**config.mk**
```make
export PLATFORM = sky130hd
export DESIGN_NAME = obi_wb_bridge_pipe
export DESIGN_NICKNAME = d
export VERILOG_FILES = /design/src/rtl/obi_wb_bridge_pipe.sv
export SDC_FILE = /design/constraint.sdc
export NUM_CORES = 1
export LEC_CHECK = 0
export CAP_MARGIN = 20
export CORE_MARGIN = 2
export CORE_UTILIZATION = 50
export DETAILED_ROUTE_END_ITERATION = 6
export HOLD_SLACK_MARGIN = 0.03
export PLACE_DENSITY = 0.87
export SETUP_SLACK_MARGIN = 0.02
export SKIP_LAST_GASP = 1
export SLEW_MARGIN = 20
export SYNTH_ARGS = -nofsm -noshare
export SYNTH_HDL_FRONTEND = slang
export SYNTH_SLANG_ARGS = --single-unit
```
**constraint.sdc**
```tcl
create_clock -name clk_i -period 5 [get_ports clk_i]
set_clock_uncertainty 0.15 [all_clocks]
set_input_delay 1.25 -clock clk_i [delete_from_list [all_inputs] [get_ports clk_i]]
set_output_delay 1.25 -clock clk_i [all_outputs]
set_load 0.02 [all_outputs]
```
**src/rtl/obi_wb_bridge_pipe.sv**
```systemverilog
// OBI-to-Wishbone classic bridge: DEPTH-entry request FIFO feeding a single-outstanding bus FSM.
// Optional bus timeout is compiled in when OBI_WB_BRIDGE_TIMEOUT_EN is defined.
//
//   state | meaning
//   IDLE  | no transfer on the bus; pops the FIFO head when one is queued
//   BUS   | cyc/stb asserted with held address/data, waiting for ack/err (or timeout)
//   RESP  | one-cycle rvalid_o pulse carrying rdata_o/err_o
module obi_wb_bridge_pipe #(
  parameter int ADDR_WIDTH     = 32,
  parameter int DATA_WIDTH     = 32,
  parameter int DEPTH          = 2,
  parameter int TIMEOUT_CYCLES = 255
) (
  input  logic                    clk_i,
  input  logic                    rst_ni,
  input  logic                    req_i,
  output logic                    gnt_o,
  input  logic [ADDR_WIDTH-1:0]   addr_i,
  input  logic                    we_i,
  input  logic [DATA_WIDTH/8-1:0] be_i,
  input  logic [DATA_WIDTH-1:0]   wdata_i,
  output logic                    rvalid_o,
  output logic [DATA_WIDTH-1:0]   rdata_o,
  output logic                    err_o,
  output logic [ADDR_WIDTH-1:0]   wb_adr_o,
  output logic [DATA_WIDTH-1:0]   wb_dat_o,
  input  logic [DATA_WIDTH-1:0]   wb_dat_i,
  output logic                    wb_we_o,
  output logic [DATA_WIDTH/8-1:0] wb_sel_o,
  output logic                    wb_stb_o,
  output logic                    wb_cyc_o,
  input  logic                    wb_ack_i,
  input  logic                    wb_err_i
);

  localparam int BW    = DATA_WIDTH / 8;
  localparam int PTR_W = $clog2(DEPTH);
  localparam int CNT_W = PTR_W + 1;

  if (!(DATA_WIDTH == 32 || DATA_WIDTH == 64)) begin : g_bad_data_width
    $error("obi_wb_bridge_pipe: DATA_WIDTH must be 32 or 64");
  end
  if (DEPTH < 2 || DEPTH > 16 || (DEPTH & (DEPTH - 1)) != 0) begin : g_bad_depth
    $error("obi_wb_bridge_pipe: DEPTH must be a power of two from 2 to 16");
  end

  typedef enum logic [1:0] {
    IDLE = 2'd0,
    BUS  = 2'd1,
    RESP = 2'd2
  } state_e;

  state_e state_q, state_d;

  logic [ADDR_WIDTH-1:0] fifo_adr_q [DEPTH];
  logic [DATA_WIDTH-1:0] fifo_dat_q [DEPTH];
  logic                  fifo_we_q  [DEPTH];
  logic [BW-1:0]         fifo_sel_q [DEPTH];

  logic [PTR_W-1:0] wr_ptr_q, wr_ptr_d;
  logic [PTR_W-1:0] rd_ptr_q, rd_ptr_d;
  logic [CNT_W-1:0] count_q, count_d;
  logic             fifo_full, fifo_empty;
  logic             push, pop;

  logic [ADDR_WIDTH-1:0] wb_adr_q, wb_adr_d;
  logic [DATA_WIDTH-1:0] wb_dat_q, wb_dat_d;
  logic                  wb_we_q, wb_we_d;
  logic [BW-1:0]         wb_sel_q, wb_sel_d;
  logic                  wb_cyc_q, wb_cyc_d;
  logic                  rvalid_q, rvalid_d;
  logic [DATA_WIDTH-1:0] rdata_q, rdata_d;
  logic                  err_q, err_d;
  logic                  timeout;

  assign fifo_full  = (count_q == CNT_W'(DEPTH));
  assign fifo_empty = (count_q == '0);
  assign gnt_o      = req_i & ~fifo_full;
  assign push       = req_i & gnt_o;

`ifdef OBI_WB_BRIDGE_TIMEOUT_EN
  localparam int TO_W = $clog2(TIMEOUT_CYCLES + 1);

  logic [TO_W-1:0] to_cnt_q, to_cnt_d;

  // Fires in the TIMEOUT_CYCLES-th BUS cycle, so cyc is high exactly that many cycles.
  assign timeout = (to_cnt_q == TO_W'(TIMEOUT_CYCLES - 1));

  always_comb begin
    to_cnt_d = to_cnt_q;
    if (state_q == IDLE) begin
      to_cnt_d = '0;
    end else if (state_q == BUS) begin
      to_cnt_d = to_cnt_q + TO_W'(1);
    end
  end

  always_ff @(posedge clk_i or negedge rst_ni) begin
    if (!rst_ni) begin
      to_cnt_q <= '0;
    end else begin
      to_cnt_q <= to_cnt_d;
    end
  end
`else
  assign timeout = 1'b0;
`endif

  always_comb begin
    state_d  = state_q;
    pop      = 1'b0;
    wb_adr_d = wb_adr_q;
    wb_dat_d = wb_dat_q;
    wb_we_d  = wb_we_q;
    wb_sel_d = wb_sel_q;
    wb_cyc_d = wb_cyc_q;
    rvalid_d = 1'b0;
    rdata_d  = rdata_q;
    err_d    = err_q;

    case (state_q)
      IDLE: begin
        if (!fifo_empty) begin
          pop      = 1'b1;
          wb_adr_d = fifo_adr_q[rd_ptr_q];
          wb_dat_d = fifo_dat_q[rd_ptr_q];
          wb_we_d  = fifo_we_q[rd_ptr_q];
          wb_sel_d = fifo_sel_q[rd_ptr_q];
          wb_cyc_d = 1'b1;
          state_d  = BUS;
        end
      end
      BUS: begin
        // err outranks ack, and both outrank a timeout landing on the same cycle.
        if (wb_err_i) begin
          wb_cyc_d = 1'b0;
          rvalid_d = 1'b1;
          rdata_d  = '0;
          err_d    = 1'b1;
          state_d  = RESP;
        end else if (wb_ack_i) begin
          wb_cyc_d = 1'b0;
          rvalid_d = 1'b1;
          rdata_d  = wb_we_q ? '0 : wb_dat_i;
          err_d    = 1'b0;
          state_d  = RESP;
        end else if (timeout) begin
          wb_cyc_d = 1'b0;
          rvalid_d = 1'b1;
          rdata_d  = '0;
          err_d    = 1'b1;
          state_d  = RESP;
        end
      end
      RESP: begin
        state_d = IDLE;
      end
      default: begin
        state_d  = IDLE;
        wb_cyc_d = 1'b0;
      end
    endcase
  end

  always_comb begin
    wr_ptr_d = wr_ptr_q;
    rd_ptr_d = rd_ptr_q;
    count_d  = count_q;
    if (push) begin
      wr_ptr_d = wr_ptr_q + PTR_W'(1);
    end
    if (pop) begin
      rd_ptr_d = rd_ptr_q + PTR_W'(1);
    end
    case ({push, pop})
      2'b10:   count_d = count_q + CNT_W'(1);
      2'b01:   count_d = count_q - CNT_W'(1);
      default: count_d = count_q;
    endcase
  end

  // Payload storage needs no reset; occupancy is tracked by the pointers and count.
  always_ff @(posedge clk_i) begin
    if (push) begin
      fifo_adr_q[wr_ptr_q] <= addr_i;
      fifo_dat_q[wr_ptr_q] <= wdata_i;
      fifo_we_q[wr_ptr_q]  <= we_i;
      fifo_sel_q[wr_ptr_q] <= be_i;
    end
  end

  always_ff @(posedge clk_i or negedge rst_ni) begin
    if (!rst_ni) begin
      state_q  <= IDLE;
      wr_ptr_q <= '0;
      rd_ptr_q <= '0;
      count_q  <= '0;
      wb_adr_q <= '0;
      wb_dat_q <= '0;
      wb_we_q  <= 1'b0;
      wb_sel_q <= '0;
      wb_cyc_q <= 1'b0;
      rvalid_q <= 1'b0;
      rdata_q  <= '0;
      err_q    <= 1'b0;
    end else begin
      state_q  <= state_d;
      wr_ptr_q <= wr_ptr_d;
      rd_ptr_q <= rd_ptr_d;
      count_q  <= count_d;
      wb_adr_q <= wb_adr_d;
      wb_dat_q <= wb_dat_d;
      wb_we_q  <= wb_we_d;
      wb_sel_q <= wb_sel_d;
      wb_cyc_q <= wb_cyc_d;
      rvalid_q <= rvalid_d;
      rdata_q  <= rdata_d;
      err_q    <= err_d;
    end
  end

  assign wb_adr_o = wb_adr_q;
  assign wb_dat_o = wb_dat_q;
  assign wb_we_o  = wb_we_q;
  assign wb_sel_o = wb_sel_q;
  assign wb_cyc_o = wb_cyc_q;
  assign wb_stb_o = wb_cyc_q;
  assign rvalid_o = rvalid_q;
  assign rdata_o  = rdata_q;
  assign err_o    = err_q;

endmodule
```
==> flow_metrics.tcl, run 1 <==
set metrics [dict create \
    maxCapViolations 0 \
    min_period_over_period_pct 81.1 \
    synth.distinct_cells 23 \
    fin_crit_ns 4.05 \
    synth_area_sq_um 9620 \
    synth_top_area_share_pct 43.1 \
    worst_setup_path_start_kind "input pin" \
    tritoncts "done" \
    whs_ns 0.354 \
    insertedDiodeCount 0 \
    fp.dieW_um 143 \
    synth-main-ff-cell "edfxtp_1" \
    synth-edff-count 138 \
    yosys-top-cells-count "138 x edfxtp_1, 110 x dfrtp_1, 69 x mux2_2" \
    drc 0 \
    routabilityCongestion 0.767 \
    clock.fmax_mhz 247 \
    async_flop_share_pct 44.4 \
    wl_per_cell_um 19.0 \
    drv_slew 0 \
    setup_viol 0 \
    drive_above_1_share_pct 24.4 \
    htree_levels 1 \
    grt_max_degree 71 \
    relSlewSlack_pct 33.0 \
    fin_nets 861 \
    cts_buffers 25 \
    status "finished, final reports clean" \
    tns_ns 0 \
    die_y_um 143 \
    synth_top_area_cell "edfxtp_1" \
    arrival_ns 2.65 \
    routed_wl_mm 19.1 \
    clk_latency_ns 0.50 \
    antenna_found_initial 0 \
    crit_fanout 5 \
    cp.required_ns 3.60 \
    cts_buffer_depth 3 \
    cts-root-buf "clkbuf_16" \
    post_synth.cell_area_avg_sq_um 17.7 \
    cts_repair_resize_count 0 \
    grt_pass1_wl_mm 29.8 \
    hold_path.class "reg2reg" \
    dp_hpwl_mm 12.0 \
    ir_drop_v 0.000471 \
    grt_usage_pct 18.7 \
    grt_pass1_vias 5676 \
    leakagePower_nw 4.90 \
    portBuffers 211 \
    grt_overflow 0 \
    core_sq_um 18800 \
    postCtsSetupBuffers 0 \
    synthTopCellsByArea "edfxtp_1 43%, dfrtp_1 29%, mux2_4 11%" \
    ys_seq_area_share_pct 71.7 \
    synth_nets 650 \
    rsz0062_at_grt "no" \
    num_vias 5337 \
    die_area_sq_um 20400 \
    synth_seq_cells 248 \
    worstSetupEndpointType "output pin" \
    hold_violations 0 \
    clk_pin_slew_worst_paths_ns 0.06 \
    drtPass1Iterations 4 \
    area_growth_pct 32.5 \
    initial_utilization_pct 51.2 \
    final_antenna_net_count 0 \
    crit_type "in2out" \
    worst_pin_slew_ns 1.01 \
    clock-sinks 248 \
    drt_iter0_drc 246 \
    synth_most_common_cell "edfxtp_1" \
    yosysWarnings 0 \
    num_rows 50 \
    power_density_nw_per_um2 698 \
    hold_buffers 0 \
    io_pins 212 \
    viasPerCell 5.31 \
    netlist_instances 543 \
]
==> routing by layer <==
layer  global-route usage (%)  part of all wire (%)  vias to the layer above
met4                     4.69                   1.8                        0
met3                     3.76                   6.2                       30
met1                     23.3                    41                     2689
met5                        0                     0                        -
li1                         -                     -                     2437
met2                     33.4                    51                      181
==> critical path, cell delays in order <==
cell	delay, ns
clkdlybuf4s50_1	0.39
o21ai_1	0.36
inv_1	0.08
clkdlybuf4s50_1	0.57
==> per-stage QoR <==
stage          total power [mW]  cell area (sq um)  worst slack (ns)  std cells  utilization, %
2_1_floorplan              5.75               9620            0.0684        543               -
3_3_place_gp               6.93              11900             0.907        960            63.3
3_5_place_dp               7.08              11900             0.922        960            63.3
4_1_cts                    8.99              12700             0.924       1005            67.7
5_1_grt                    9.34              12700             0.843       1006            67.9
6_report                   8.89              12700             0.946       1006            67.9
==> worst paths after layout <==
kind | end | startpoint | cells after the start | slack (ns)
max in group asynchronous | wb_adr_o[12]$_DFFE_PN0P_ | rst_ni | 2 | 3.12
worst max-delay path | gnt_o | req_i | 4 | 0.95
min in group asynchronous | wb_adr_o[23]$_DFFE_PN0P_ | rst_ni | 1 | 0.58
worst min register to register | rdata_o[28]$_DFFE_PN0P_ | rdata_o[28]$_DFFE_PN0P_ | 2 | 0.35
worst max register to register | wb_adr_o[18]$_DFFE_PN0P_ | state_q[0]$_DFFE_PN0P_ | 5 | 2.40
worst min-delay path | rdata_o[28]$_DFFE_PN0P_ | rdata_o[28]$_DFFE_PN0P_ | 2 | 0.35
==> state kept, by name, indices dropped and copies added (netlist names) <==
register and count:
count_q 2, err_o 1, fifo_adr_q 64, fifo_dat_q 64, fifo_sel_q 8, fifo_we_q 2, rd_ptr_q 1, rdata_o 32
rvalid_o 1, state_q 2, wb_adr_o 32, wb_cyc_o 1, wb_dat_o 32, wb_sel_o 4, wb_we_o 1, wr_ptr_q 1
==> layout by cell type (no fill, tap or decap), types with 3 or more instances in the layout <==
master	n
buf_12	3
buf_4	4
bufinv_16	4
clkbuf_1	4
clkbuf_16	25
clkdlybuf4s50_1	210
clkinv_1	5
clkinv_2	6
dfrtp_1	109
edfxtp_1	138
inv_1	3
mux2_2	69
mux2_4	68
nand2_1	35
nor2_1	4
nor2_4	4
o21ai_0	26
o21ai_1	7
o31ai_1	33
xnor2_1	5
==> layout make-up <==
cell class,instances,area [sq um]
multi-input cells,258,2510
clock inverters,15,169
flip-flops and latches,248,6900
repair buffers,217,2190
fillers,1227,6030
clock buffers,30,654
inverters,4,17.5
well taps,234,293
==> logic make-up after synthesis <==
group / count (synthesis) / share of synthesized area, %
adders and majority gates: 1 / 0.130
xor gates and xnor gates: 5 / 0.455
AOI/OAI and AO/OA: 69 / 4.55
buffers and inverters: 37 / 2.54
muxes: 138 / 18.8
DFF: 248 / 71.7
and+or+nand+nor: 45 / 1.81
==> report_power, final <==
group	switching [mW]	internal (mW)	leakage, nW	total (mW)
sequential	0.472	2.95	2.63	3.42
clock	0.736	1.13	0.408	1.87
combinational	1.63	1.98	1.87	3.60
total	2.83	6.06	4.90	8.89
(Power assumes the default switching activity.)
==> inputs of run 2 (changes only) <==
==> constraint.sdc (replaced) <==
create_clock -name clk_i -period 3.8 [get_ports clk_i]
set_clock_uncertainty 0.15 [all_clocks]
set_input_delay 0.95 -clock clk_i [delete_from_list [all_inputs] [get_ports clk_i]]
set_output_delay 0.95 -clock clk_i [all_outputs]
set_load 0.02 [all_outputs]
==> run 2 against run 1 <==
  * Die area did not move
  * Setup slack got worse by 0.38 ns
  * Non-clock buffer count rose by 2
  * Clock power rose by 24%
  * Via count rose by 0.52%
  * Sequential power rose by 31%
  * Hold slack got worse by 0.052 ns
  * Routed wire length rose by 0.85%
  * Combinational power rose by 32%
  * Register-to-register slack got worse by 0.94 ns
  * Largest power group unchanged
==> flow_metrics.tcl, run 2 (synthesized netlist as in run 1, its figures left out) <==
set metrics [dict create \
    worst_setup_path_start_kind "input pin" \
    die_area_sq_um 20400 \
    clk_latency_ns 0.50 \
    fin_nets 863 \
    drc 0 \
    numPlacedInstances 963 \
    area_growth_pct 32.1 \
    viasPerCell 5.32 \
    crit_type "in2out" \
    wl_per_cell_um 19.1 \
    antenna_found_initial 0 \
    crit_top_cell "clkdlybuf4s50_1" \
    clock-sinks 248 \
    relSlewSlack_pct 32.6 \
    cellInternalPower_mw 7.86 \
    io_pins 212 \
    hold_buffers 0 \
    power_switching_mw 3.71 \
    mostFrequentLayoutCells "210 x clkdlybuf4s50_1, 138 x edfxtp_1, 109 x dfrtp_1, 69 x mux2_2, 68 x mux2_4" \
    postCtsSetupBuffers 0 \
    ir_drop_v 0.000553 \
    clk_pin_slew_worst_paths_ns 0.06 \
    htree_levels 1 \
    cp.required_ns 2.70 \
    crit_chain "clkdlybuf4s50_1 -> o21ai_1 -> inv_1 -> clkdlybuf4s50_1" \
    power_density_nw_per_um2 911 \
    die_y_um 143 \
    cts_buffer_depth 3 \
    final_antenna_net_count 0 \
    hold_violations 0 \
    insertedDiodeCount 0 \
    hold_path.class "in2async" \
    path_buf_inv 3 \
    grt_usage_pct 18.6 \
    pre_cts_ws_ns 0.582 \
    largestRegisters "fifo_adr_q (64), fifo_dat_q (64)" \
    setup_viol 0 \
    swShare_pct 32.1 \
    core_sq_um 18800 \
    comb_power_share_pct 41.2 \
    worstSetupEndpointType "output pin" \
    drive_above_1_share_pct 24.0 \
    final_util_pct 67.7 \
    grt_pass1_vias 5677 \
    seqPwrFrac_pct 38.8 \
    cts_buffers 25 \
    mostFrequentLayoutCell "clkdlybuf4s50_1" \
    initial_utilization_pct 51.2 \
    tritoncts "done" \
    leakagePower_nw 4.88 \
    num_rows 50 \
    portBuffers 211 \
    min_period_over_period_pct 85.0 \
    fp.dieW_um 143 \
    fin_ws_ns 0.569 \
    worst_pin_slew_ns 1.01 \
    final_cells 1008 \
    arrival_ns 2.13 \
    drtPass1Iterations 5 \
    grt_max_degree 71 \
    clock.fmax_mhz 309 \
    p_clk_share_pct 20.0 \
    routabilityCongestion 0.756 \
    grt_pass1_wl_mm 30.0 \
    critPathTopFamily "buffers and inverters" \
    drt_iter0_drc 232 \
    fillerInstances 1219 \
    cts_repair_resize_count 0 \
    cp_slowest_stage_delay_ns 0.60 \
    grt_overflow 0 \
    routed_wl_mm 19.3 \
    num_vias 5365 \
    multi_input_area_sq_um 2510 \
    maxCapViolations 0 \
    fin_crit_ns 3.23 \
    crit_slowest_cell "clkdlybuf4s50_1" \
    crit_fanout 2 \
    regArea_sq_um 6900 \
    dp_hpwl_mm 12.3 \
    finalPower_mw 11.6 \
    rsz0062_at_grt "no" \
    status "finished, final reports clean" \
    cts-root-buf "clkbuf_16" \
    drv_slew 0 \
]
==> run 2: layout make-up <==
| cell class | count | area share [%] |
|---|---|---|
| clock buffers | 38 | 5.63 |
| clock inverters | 7 | 0.473 |
| inverters | 4 | 0.138 |
| multi-input cells | 258 | 19.8 |
| flip-flops and latches | 248 | 54.3 |
| well taps | 234 | 2.30 |
| repair buffers | 219 | 17.4 |
==> run 2: path summary, 6_finish.rpt <==
| check | from | to | slack, ns | cells after the start |
|---|---|---|---|---|
| setup reg to reg | state_q[0]$_DFFE_PN0P_ | wb_adr_o[19]$_DFFE_PN0P_ | 1.46 | 5 |
| setup / recovery | req_i | gnt_o | 0.57 | 4 |
| min in group clk_i | wb_dat_o[23]$_DFFE_PN0P_ | wb_dat_o[23]$_DFFE_PN0P_ | 0.36 | 1 |
| max in group asynchronous | rst_ni | rd_ptr_q$_DFFE_PN0P_ | 2.38 | 2 |
| hold / removal | rst_ni | wb_adr_o[28]$_DFFE_PN0P_ | 0.30 | 1 |
| hold reg to reg | wb_dat_o[23]$_DFFE_PN0P_ | wb_dat_o[23]$_DFFE_PN0P_ | 0.36 | 1 |
==> run 2: worst reg2reg max path: cells and delay by family, from the launching register on <==
kind | cells | cell delay [ns]
and+or+nand+nor | 1 | 0.15
muxes | 1 | 0.34
buffers and inverters | 2 | 1.05
AOI/OAI and AO/OA | 1 | 0.11
DFF | 1 | 0.43
==> run 2: power groups by stage <==
stage | combinational (mW) | sequential (mW) | clock (mW)
after floorplan | 2.54 | 5.02 | 0
after global placement | 4.65 | 4.47 | 0
after detailed placement | 4.79 | 4.53 | 0
after CTS | 4.81 | 4.51 | 2.37
after global routing | 5.04 | 4.61 | 2.48
final | 4.76 | 4.49 | 2.31
==> run 2: per-layer routing <==
layer  vias up  GRT usage (%)  wire length (um)
li1       2443              -                 -
met1      2682           24.4              7860
met2       209           32.2              9740
met3        31           3.52              1290
met4         0           5.05               405
met5         -              0                 0
==> run 2: stage by stage <==
step / TNS (ns) / hold WS (ns) / cell area [sq um]
final: 0 / 0.302 / 12700
after global routing: 0 / 0.332 / 12700
after CTS: 0 / 0.315 / 12700
after detailed placement: 0 / 0.343 / 11900
after global placement: 0 / 0.329 / 11900
after floorplan: -114.76 / 0.318 / 9620
==> inputs of run 3 (changes only) <==
--- a/config.mk
+++ b/config.mk
@@ -6,7 +6,6 @@
 export NUM_CORES = 1
 export LEC_CHECK = 0
 export CAP_MARGIN = 20
-export CORE_MARGIN = 2
 export CORE_UTILIZATION = 50
 export DETAILED_ROUTE_END_ITERATION = 6
 export HOLD_SLACK_MARGIN = 0.03
==> run 3 against run 2 <==
  * Sequential share of layout area down 0.74 points
  * Non-clock buffer count up 1
  * Via count up 0.11%
  * Largest cell class unchanged
  * Critical path type unchanged
  * Critical path depth unchanged
  * Count of clock-buffer cells in the layout up 2
  * Core utilization up 0.93 points
  * Cell count up 0.40%
  * Setup slack worse by 0.029 ns
  * Power up 3.1%
  * Hold slack better by 0.0021 ns
  * Largest power group unchanged
  * First-iteration DRC count up 35%
==> flow_metrics.tcl, run 3 (synthesized netlist as in run 1, its figures left out) <==
set metrics [dict create \
    routabilityCongestion 0.757 \
    grt_util_met3_pct 4.76 \
    fin_nets 865 \
    setup_viol 0 \
    largestRegisters "fifo_adr_q (64), fifo_dat_q (64)" \
    die_area_sq_um 19800 \
    arrival_ns 2.16 \
    worst_pin_slew_ns 0.979 \
    leakagePower_nw 4.97 \
    numPlacedInstances 964 \
    ir_drop_v 0.000598 \
    antenna_found_initial 0 \
    final_antenna_net_count 0 \
    worst_setup_path_start_kind "input pin" \
    hold_violations 0 \
    fillerInstances 1208 \
    whs_ns 0.304 \
    hold_buffers 0 \
    fp.dieW_um 141 \
    clk_pin_slew_worst_paths_ns 0.06 \
    drc 0 \
    dp_hpwl_mm 12.3 \
    final_cells 1012 \
    worstSetupEndpointType "output pin" \
    multi_input_area_sq_um 2510 \
    clock-sinks 248 \
    io_pins 212 \
    drtPass1Iterations 4 \
    maxCapViolations 0 \
    cts_buffers 26 \
    crit_type "in2out" \
    mostFrequentLayoutCell "clkdlybuf4s50_1" \
    relSlewSlack_pct 34.7 \
    grt_overflow 0 \
    clock.fmax_mhz 307 \
    power_density_nw_per_um2 926 \
    drv_slew 0 \
    area_growth_pct 33.9 \
    num_rows 50 \
    regArea_sq_um 6900 \
    clk_latency_ns 0.52 \
    crit_fanout 2 \
    routed_wl_mm 19.4 \
    cts_repair_resize_count 0 \
    busiest_layer "met2" \
    gr-usage-met2_pct 35.3 \
    tritoncts "done" \
    grt_pass1_wl_mm 30.7 \
    grt_max_degree 71 \
    htree_levels 1 \
    viasPerCell 5.31 \
    min_period_over_period_pct 85.8 \
    crit_start "req_i" \
    fin_crit_ns 3.26 \
    cts-root-buf "clkbuf_16" \
    hold_path.class "in2async" \
    cts_buffer_depth 3 \
    mostFrequentLayoutCells "210 x clkdlybuf4s50_1, 138 x edfxtp_1, 109 x dfrtp_1, 69 x mux2_2, 68 x mux2_4" \
    wl_per_cell_um 19.1 \
    gr-usage-met1_pct 24.5 \
    grt_usage_pct 19.8 \
    num_vias 5371 \
    cp.required_ns 2.70 \
    r2r_start "state_q[0]$_DFFE_PN0P_" \
    initial_utilization_pct 51.2 \
    postCtsSetupBuffers 0 \
    rsz0062_at_grt "no" \
    core_sq_um 18800 \
    portBuffers 211 \
    status "finished, final reports clean" \
    die_y_um 141 \
    drive_above_1_share_pct 25.2 \
    drt_iter0_drc 314 \
    grt_pass1_vias 5764 \
    insertedDiodeCount 0 \
]
## run 3: cell count changes in the layout (fill, tap and decap cells not counted)
cell,change
clkbuf_16,+1
clkinv_4,-1
bufinv_16,+2
clkinv_2,+2
clkbuf_1,-3
buf_4,-2
buf_12,+3
clkinv_1,-3
clkbuf_8,+4
inv_8,+1
## run 3: worst paths after layout
check	slack [ns]	depth (start not counted)	endpoint
worst max-delay path	0.54	4	gnt_o
worst min-delay path	0.30	1	wb_adr_o[23]$_DFFE_PN0P_
worst max register to register	1.48	5	wb_adr_o[18]$_DFFE_PN0P_
worst min register to register	0.35	2	rdata_o[25]$_DFFE_PN0P_
max in group asynchronous	2.40	2	rd_ptr_q$_DFFE_PN0P_
min in group clk_i	0.35	2	rdata_o[25]$_DFFE_PN0P_
## run 3: critical path, cell delays in order
cell             delay, ns
clkdlybuf4s50_1       0.46
o21ai_1               0.09
inv_1                 0.07
clkdlybuf4s50_1       0.60
## run 3: routing by layer
| metal | vias up | routed length [um] |
|---|---|---|
| met2 | 196 | 9840 |
| met5 | - | 0 |
| met4 | 0 | 348 |
| met3 | 30 | 1220 |
| li1 | 2444 | - |
| met1 | 2701 | 7940 |
## run 3: final cells by class
type                       instances  area share [%]
sequential                       248            53.6
timing repair buffer             220            17.5
inverter                           4           0.136
tap                              234            2.27
multi-input combinational        258            19.5
clock inverter                     8           0.942
clock buffer                      40            6.09
## run 3: report_power, final
part,switching (mW),internal (mW),total [mW]
clock,0.997,1.62,2.62
sequential,0.616,3.88,4.49
combinational,2.15,2.66,4.81
total,3.76,8.16,11.9
## run 3: per-stage QoR
step	area (sq um)	TNS, ns	util, %	total power [mW]	worst slack [ns]
2_1_floorplan	9620	-114.76	-	7.56	-0.832
3_3_place_gp	12000	0	63.8	9.18	0.567
3_5_place_dp	12000	0	63.8	9.36	0.541
4_1_cts	12900	0	68.6	12.0	0.541
5_1_grt	12900	0	68.6	12.5	0.519
6_report	12900	0	68.6	11.9	0.540
